$ cat config.mk
export PLATFORM = sky130hd
export DESIGN_NAME = rede_io_host_flat
export DESIGN_NICKNAME = d
export VERILOG_FILES = /design/src/rtl/rede_io_host_if.sv /design/src/rtl/rede_io_host.sv /design/src/flat_wrapper.sv
export SDC_FILE = /design/constraint.sdc
export NUM_CORES = 1
export LEC_CHECK = 0
export CAP_MARGIN = 10
export CELL_PAD_IN_SITES_DETAIL_PLACEMENT = 1
export CELL_PAD_IN_SITES_GLOBAL_PLACEMENT = 1
export CORE_UTILIZATION = 38
export DETAILED_ROUTE_END_ITERATION = 8
export PLACE_DENSITY = 0.82
export SLEW_MARGIN = 0
export SYNTH_ARGS = -nofsm -noshare
export SYNTH_HDL_FRONTEND = slang
export SYNTH_SLANG_ARGS = --single-unit
$ cat constraint.sdc
create_clock -name clk -period 2.55 [get_ports clk]
set_clock_uncertainty 0.15 [all_clocks]
set_input_delay 0.51 -clock clk [delete_from_list [all_inputs] [get_ports clk]]
set_output_delay 0.51 -clock clk [all_outputs]
set_load 0.02 [all_outputs]
$ cat src/rtl/rede_io_host_if.sv
`default_nettype none
// ---------------------------------------------------------------------------
// rede_io_host_if
// Bundles the core-side port protocol (req_in/io_in/out_en/io_out), the
// per-port input and output streams, and the status flags of rede_io_host.
//   master : system/core side (drives requests, stream inputs, m_ready)
//   slave  : rede_io_host itself
// Revision: 1.0
// ---------------------------------------------------------------------------
interface rede_io_host_if #(
  parameter int NUBITS = 31,
  parameter int NUIO   = 4
);
  logic [NUIO-1:0]        req_in;
  logic [NUBITS-1:0]      io_in;
  logic [NUIO-1:0]        out_en;
  logic [NUBITS-1:0]      io_out;
  logic [NUIO*NUBITS-1:0] s_data;
  logic [NUIO-1:0]        s_valid;
  logic [NUIO-1:0]        s_ready;
  logic [NUIO*NUBITS-1:0] m_data;
  logic [NUIO-1:0]        m_valid;
  logic [NUIO-1:0]        m_ready;
  logic [NUIO-1:0]        underflow;
  logic [NUIO-1:0]        overflow;
  logic                   stat_clr;

  modport master (
    output req_in, out_en, io_out, s_data, s_valid, m_ready, stat_clr,
    input  io_in, s_ready, m_data, m_valid, underflow, overflow
  );

  modport slave (
    input  req_in, out_en, io_out, s_data, s_valid, m_ready, stat_clr,
    output io_in, s_ready, m_data, m_valid, underflow, overflow
  );
endinterface
`default_nettype wire

$ cat src/rtl/rede_io_host.sv
`default_nettype none
// ---------------------------------------------------------------------------
// rede_io_host
// Host-side I/O adapter for the proc_fx core. Core reads (one-hot req_in)
// are served from per-port input FIFOs; core writes (one-hot out_en) land in
// per-port output registers exposed as valid/ready streams.
// Ports:
//   clk  : clock, rising edge
//   rst  : asynchronous reset, active low
//   bus  : rede_io_host_if.slave (core protocol, streams, status flags)
// Optional feature macro: REDE_IO_STATUS_EN enables the sticky
// underflow/overflow flags and stat_clr; otherwise flags read 0.
// Revision: 1.0
// ---------------------------------------------------------------------------
module rede_io_host #(
  parameter int NUBITS = 31,
  parameter int NUIO   = 4,
  parameter int DEPTH  = 2
) (
  input  wire logic     clk,
  input  wire logic     rst,
  rede_io_host_if.slave bus
);
  localparam int PW = (DEPTH > 1) ? $clog2(DEPTH) : 1;
  localparam int CW = $clog2(DEPTH + 1);

  logic [NUBITS-1:0] mem    [NUIO][DEPTH];
  logic [PW-1:0]     rd_ptr [NUIO];
  logic [PW-1:0]     wr_ptr [NUIO];
  logic [CW-1:0]     count  [NUIO];
  logic [NUBITS-1:0] m_word [NUIO];
  logic [NUIO-1:0]   m_valid;
  logic [NUIO-1:0]   empty, full, s_ready, push, pop;
  logic [NUIO-1:0]   rd_oh, ld_oh;
  logic [NUBITS-1:0] io_in;

  // Illegal multi-hot strobes are reduced to their lowest set bit.
  assign rd_oh = bus.req_in & (~bus.req_in + NUIO'(1));
  assign ld_oh = bus.out_en & (~bus.out_en + NUIO'(1));

  generate
    for (genvar k = 0; k < NUIO; k++) begin : g_port
      assign empty[k]   = (count[k] == '0);
      assign full[k]    = (count[k] == CW'(DEPTH));
      // Held low while in reset; a same-cycle pop never opens a full FIFO.
      assign s_ready[k] = rst & ~full[k];
      assign push[k]    = bus.s_valid[k] & s_ready[k];
      assign pop[k]     = rd_oh[k] & ~empty[k];
      assign bus.m_data[k*NUBITS +: NUBITS] = m_word[k];
    end
  endgenerate

  // pop is at most one-hot, so this mux needs no priority.
  always_comb begin
    io_in = '0;
    for (int k = 0; k < NUIO; k++) begin
      if (pop[k]) io_in = mem[k][rd_ptr[k]];
    end
  end

  // FIFO storage carries no reset; occupancy alone decides visibility.
  always_ff @(posedge clk) begin
    for (int k = 0; k < NUIO; k++) begin
      if (push[k]) mem[k][wr_ptr[k]] <= bus.s_data[k*NUBITS +: NUBITS];
    end
  end

  always_ff @(posedge clk or negedge rst) begin
    if (!rst) begin
      for (int k = 0; k < NUIO; k++) begin
        rd_ptr[k] <= '0;
        wr_ptr[k] <= '0;
        count[k]  <= '0;
      end
    end else begin
      for (int k = 0; k < NUIO; k++) begin
        if (push[k]) wr_ptr[k] <= wr_ptr[k] + PW'(1);
        if (pop[k])  rd_ptr[k] <= rd_ptr[k] + PW'(1);
        if (push[k] && !pop[k])      count[k] <= count[k] + CW'(1);
        else if (pop[k] && !push[k]) count[k] <= count[k] - CW'(1);
      end
    end
  end

  // A load wins over a handshake in the same cycle, keeping m_valid high.
  always_ff @(posedge clk or negedge rst) begin
    if (!rst) begin
      m_valid <= '0;
      for (int k = 0; k < NUIO; k++) m_word[k] <= '0;
    end else begin
      for (int k = 0; k < NUIO; k++) begin
        if (ld_oh[k]) begin
          m_word[k]  <= bus.io_out;
          m_valid[k] <= 1'b1;
        end else if (bus.m_ready[k]) begin
          m_valid[k] <= 1'b0;
        end
      end
    end
  end

  assign bus.io_in   = io_in;
  assign bus.s_ready = s_ready;
  assign bus.m_valid = m_valid;

`ifdef REDE_IO_STATUS_EN
  logic [NUIO-1:0] udf_q, ovf_q;

  // Clear first, then OR in new events so a same-cycle event survives.
  always_ff @(posedge clk or negedge rst) begin
    if (!rst) begin
      udf_q <= '0;
      ovf_q <= '0;
    end else begin
      udf_q <= (bus.stat_clr ? '0 : udf_q) | (rd_oh & empty);
      ovf_q <= (bus.stat_clr ? '0 : ovf_q) | (ld_oh & m_valid & ~bus.m_ready);
    end
  end

  assign bus.underflow = udf_q;
  assign bus.overflow  = ovf_q;
`else
  logic unused_status;
  assign unused_status = bus.stat_clr;
  assign bus.underflow = '0;
  assign bus.overflow  = '0;
`endif

endmodule
`default_nettype wire

$ cat src/flat_wrapper.sv
// flat-port wrapper written by rule: the top's interface ports become plain ports
module rede_io_host_flat 
#(
  parameter int NUBITS = 31,
  parameter int NUIO   = 4,
  parameter int DEPTH  = 2
)
  (clk, rst, bus_req_in, bus_out_en, bus_io_out, bus_s_data, bus_s_valid, bus_m_ready, bus_stat_clr, bus_io_in, bus_s_ready, bus_m_data, bus_m_valid, bus_underflow, bus_overflow);
  rede_io_host_if #(.NUBITS(NUBITS), .NUIO(NUIO)) bus_i ();
  input  wire logic clk;
  input  wire logic rst;
  input wire logic [$bits(bus_i.req_in)-1:0] bus_req_in;
  input wire logic [$bits(bus_i.out_en)-1:0] bus_out_en;
  input wire logic [$bits(bus_i.io_out)-1:0] bus_io_out;
  input wire logic [$bits(bus_i.s_data)-1:0] bus_s_data;
  input wire logic [$bits(bus_i.s_valid)-1:0] bus_s_valid;
  input wire logic [$bits(bus_i.m_ready)-1:0] bus_m_ready;
  input wire logic [$bits(bus_i.stat_clr)-1:0] bus_stat_clr;
  output wire logic [$bits(bus_i.io_in)-1:0] bus_io_in;
  output wire logic [$bits(bus_i.s_ready)-1:0] bus_s_ready;
  output wire logic [$bits(bus_i.m_data)-1:0] bus_m_data;
  output wire logic [$bits(bus_i.m_valid)-1:0] bus_m_valid;
  output wire logic [$bits(bus_i.underflow)-1:0] bus_underflow;
  output wire logic [$bits(bus_i.overflow)-1:0] bus_overflow;
  assign bus_i.req_in = bus_req_in;
  assign bus_i.out_en = bus_out_en;
  assign bus_i.io_out = bus_io_out;
  assign bus_i.s_data = bus_s_data;
  assign bus_i.s_valid = bus_s_valid;
  assign bus_i.m_ready = bus_m_ready;
  assign bus_i.stat_clr = bus_stat_clr;
  assign bus_io_in = bus_i.io_in;
  assign bus_s_ready = bus_i.s_ready;
  assign bus_m_data = bus_i.m_data;
  assign bus_m_valid = bus_i.m_valid;
  assign bus_underflow = bus_i.underflow;
  assign bus_overflow = bus_i.overflow;
  rede_io_host #(.NUBITS(NUBITS), .NUIO(NUIO), .DEPTH(DEPTH)) u_core (.clk(clk), .rst(rst), .bus(bus_i));
endmodule
Word-level counts from Yosys, hierarchy flattened
Memories as Yosys holds them, arrays and structs flattened. Cells that the tools add are included. Widths: inputs -> output; s select.

Memories: 1. Input bits: 174. Word-level logic and storage cells: 167. Register bits: 144. Memory bits (writable): 248.

Memories: u_core.mem (words 4, bits a word 62, read ports 4, clocked after Yosys merged registers in 0, wr ports 4, RTL line rede_io_host.sv:27) `logic [NUBITS-1:0] mem [NUIO][DEPTH];`.

Muxes and demuxes: 48. Magnitude comparators: 12. Bitwise gates (word level): 32. Equality and inequality tests: 4. Reductions and logical operators: 32. Add/subtract/negate cells: 18.

Operator list (count): $mux 31 (20); $mux 62 (4); $demux 31 s1 (4); $ge 2x2->1 const B (8); $mux 2 (8); $not 1->2 (8); $reduce_bool 2->1 (8); $and 1x1->1 (12); $logic_and 1x1->1 (12); $mux 1 (12); $add 1x1->1 const B (8); $add 2x1->2 const B (4); $add 4x1->4 const B (2); $and 4x4->4 (2); $eq 2x2->1 const B (4); $logic_not 1->1 (8); $logic_not 2->1 (4); $lt 2x1->1 const B (4); $not 1->1 (8); $not 4->4 (2); $sub 2x1->2 const B (4).

Depth between registers and ports, before layout
Depth after elaboration: 8. Depth in mapped cells: 8.

Worst setup path before layout
Ideal clock, no wire load.

Kind: input-to-reg. Start point: input port rst. End point: memory u_core.mem[0][31] (netlist name) (enable). Stages on the path: 3. Buffers on the path: 0. Library setup time: 0.419 ns. Data arrival time: 2.683 ns. Data required time: 1.981 ns. Slack: -0.702 ns. Cell sequence: a21boi_0 -> nand2_1 -> nor2_1.

RTL lines: start, declared (RTL line flat_wrapper.sv:11) `input wire logic rst;`; end, declared (RTL line rede_io_host.sv:27).

Worst setup path after layout
Start point: register u_core.rd_ptr[3] (netlist name). End point: output port bus_io_in[4].

Word-level cells in the longest chain between the ends: 8.

RTL lines: start, declared (RTL line rede_io_host.sv:28) `logic [PW-1:0] rd_ptr [NUIO];`; start signal, assigned by index (RTL line rede_io_host.sv:78) `if (pop[k]) rd_ptr[k] <= rd_ptr[k] + PW'(1);`; $not 1->2 (implied by the code) (RTL line rede_io_host.sv:57) `if (pop[k]) io_in = mem[k][rd_ptr[k]];`; $mux 31 (implied by the code) (3 in a row) (RTL line rede_io_host.sv:57); $mux 31 (4 in a row) (RTL line rede_io_host.sv:57); end, declared (RTL line flat_wrapper.sv:19) `output wire logic [$bits(bus_i.io_in)-1:0] bus_io_in;`.

No other way between the ends. The select of a mux whose other input is x is not followed.

==> impl_metrics.py <==
metrics = {
    "worst_setup_path": {
        "start_kind": "register",
        "cp.arrival_ns": 2.14,
        "crit_required_ns": 1.89,
        "reg2regPathDepth": 9,
        "r2r_setup_slack_ns": 0.50,
        "cp_max_fo": 7,
        "end_kind": "output port",
        "r2r_end": "u_core.count[7]",
        "reg2reg_from": "u_core.count[6]",
        "critPathKind": "reg2out",
    },
    "clock_tree": {
        "clock_latency_ns": 0.57,
        "cts-buffers-inserted": 42,
        "max-clock-path-buffers": 3,
        "cts_max_level": 2,
        "cts.clk_slew.worst_paths_ns": 0.06,
        "cts.sinks": 392,
        "cts_tree": "done",
        "root_buffer": "clkbuf_16",
    },
    "yosys": {
        "netlist_area_sq_um": 15170,
        "netlist_instances": 860,
        "ys_seq_elements": 392,
        "ys_top_cells_by_area": "edfxtp_1 (49%), dfrtp_1 (24%), mux2_2 (8.9%)",
        "synth_warnings": 0,
        "synth_cell_types": 29,
        "syn_area_per_cell_sq_um": 17.64,
        "synth_top_cell_area_share_pct": 49.08,
        "synth_top_area_cell": "edfxtp_1",
        "yosysSeqAreaShare_pct": 72.84,
    },
    "timing": {
        "hold_ws_ns": 0.2352,
        "worst_slew_margin_rel_pct": 60.86,
        "worst_slew_pin_slew_ns": 0.5870,
        "timing.final.crit_share_pct": 109.8,
        "min_period_ns": 2.801,
        "slew_violations": 0,
        "final_hold_viol_count": 0,
        "layout_setup_ws_ns": -0.2510,
        "max_freq_ghz": 0.3570,
        "rsz0062_at_grt": "yes",
        "fin_setup_tns_ns": -5.962,
        "setup_violations": 31,
    },
    "power_and_ir_drop": {
        "ir_worst_vdd_mv": 0.6302,
        "powerDensity_nw_per_um2": 985.8,
        "p_leak_nw": 8.148,
    },
    "worst_hold_path": {
        "worstHoldPathType": "in2reg",
        "whs_path_depth": 2,
        "hold_path_startpoint": "bus_out_en[0]",
        "min_to": "u_core.bus.m_data[23]",
    },
    "final_layout": {
        "final-seq-area_sq_um": 11060,
        "layout-drive-gt1-share_pct": 30.92,
        "finalNetCount": 1434,
        "nFillCells": 3548,
        "multi_input_area_sq_um": 4451,
        "syn_to_final_growth_pct": 44.36,
        "stdcell_area_sq_um": 21900,
        "mostFrequentLayoutCells": "clkdlybuf4s50_1 (295), edfxtp_1 (248), dfrtp_1 (139)",
        "layout_commonest_cell": "clkdlybuf4s50_1",
    },
    "grt": {
        "antenna_found_initial": 8,
        "grt_pass1_vias": 10740,
        "grt_overflow": 0,
        "grt_max_degree": 65,
        "groute.usage.overall_pct": 23.55,
        "grt_pass1_wl_um": 70790,
    },
    "die": {
        "die_w_um": 201.8,
        "die_h_um": 201.8,
        "coreArea_sq_um": 39010,
        "initial_core_util_pct": 38.90,
        "row_count": 72,
        "io_pins": 345,
        "die_area_sq_um": 40730,
    },
    "drt": {
        "drtIter0Drc": 567,
        "wl_per_cell_um": 27.01,
        "num_vias": 9512,
        "routed_via_density": 5.258,
        "wl_um": 48860,
        "drtAntennaViolNets": 0,
        "route.detailed.drc": 0,
        "drtPass1Iterations": 5,
    },
    "placed_design": {
        "port_buffers": 335,
        "dpl_cell_area_sq_um": 19610,
        "globalplace.congestion": 0.7744,
        "hpwl_um": 30960,
        "dpl_worst_slack_ns": -0.7926,
    },
    "outcome": {
        "violations": "setup timing",
        "status": "complete, but fails checks",
    },
    "run": {
        "maxCapViolCount": 0,
    },
}
-- registers in the layout (all words and copies together), names as in the netlist --
register,cells
u_core.mem,248
u_core.wr_ptr,4
u_core.rd_ptr,4
u_core.count,8
u_core.bus.m_valid,4
u_core.bus.m_data,124
-- kinds of logic after synthesis --
group                    share of synthesized area (%)
AO/OA/AOI/OAI                                    5.764
XOR/XNOR                                         1.155
adder cells (fa/ha/maj)                         0.3299
buffers and inverters                            2.507
flip-flops                                       72.84
multiplexers                                     15.34
other                                          0.02472
AND/OR/NAND/NOR                                  2.045
-- metrics by stage --
stage / instances / util, % / power (mW)
final: 1809 / 56.15 / 21.59
after global routing: 1809 / 56.15 / 22.29
after CTS: 1801 / 55.03 / 21.09
after detailed placement: 1716 / 50.28 / 14.37
after global placement: 1716 / 50.28 / 14.09
after floorplan: 867 / - / 11.45
-- synthesized netlist by cell type, drive strengths merged --
cell type  instances
edfxtp           248
nor2               9
mux2i             93
and3               4
a21boi             4
o2111ai            1
mux2             124
o221a             31
a21o               4
buf               39
nor4b              1
clkbuf            17
nor3b              1
o211ai             2
o21ai              1
o22ai             31
dfrtp            144
conb               1
xor2               8
xnor2             12
a211oi            31
ha                 4
nor2b             32
inv               14
nand2              4
-- how the worst max path moves through the flow --
| stage | to | slack (ns) | start | cells past startpoint |
|---|---|---|---|---|
| after floorplan | u_core.mem[0][31] | 0.11 | rst | 3 |
| after global placement | bus_io_in[19] | -0.68 | bus_req_in[0] | 9 |
| after detailed placement | bus_io_in[18] | -0.79 | bus_req_in[0] | 9 |
| after CTS | bus_io_in[1] | -0.24 | u_core.rd_ptr[3] | 6 |
| after global routing | bus_io_in[17] | -0.30 | u_core.count[3] | 6 |
| final | bus_io_in[4] | -0.25 | u_core.rd_ptr[3] | 6 |
-- report_power, final --
group	total (mW)	switching [mW]	internal (mW)
Clock	6.36	2.62	3.73
Sequential	8.40	0.589	7.82
Combinational	6.83	3.55	3.29
-- final cells by class --
cell class / instances / area share (%)
sequential: 392 / 50.48
multi-input combinational: 405 / 20.32
timing repair buffer: 401 / 19.49
clock buffer: 54 / 5.096
tap: 518 / 2.959
clock inverter: 21 / 1.365
inverter: 14 / 0.2399
antenna: 4 / 0.04570
-- worst max-delay path, stage by stage (launching register included) --
cell and delay [ns]:
dfrtp_2 0.52, buf_12 0.19, buf_12 0.11, mux2i_2 0.25, o221a_4 0.24, o22ai_1 0.08, buf_4 0.17
-- per-layer routing --
metal	part of all wire, %	GRT usage (%)	vias up
li1	-	-	4081
met1	37	26.94	4888
met2	51	40.55	451
met3	9.0	7.820	84
met4	2.8	9.307	8
met5	0.094	0	-
-- repair_timing --
action / 4_1_cts / 5_1_grt
pin swaps: 4 / 19
gates resized for setup: 223 / 76
gates cloned: 4 / 3
setup endpoints to repair: 35 / 97
hold buffers: 1 / 0
hold endpoints to repair: 43 / 0
buffers inserted: 5 / 5
Note: power is estimated with default switching activity, not from simulation.
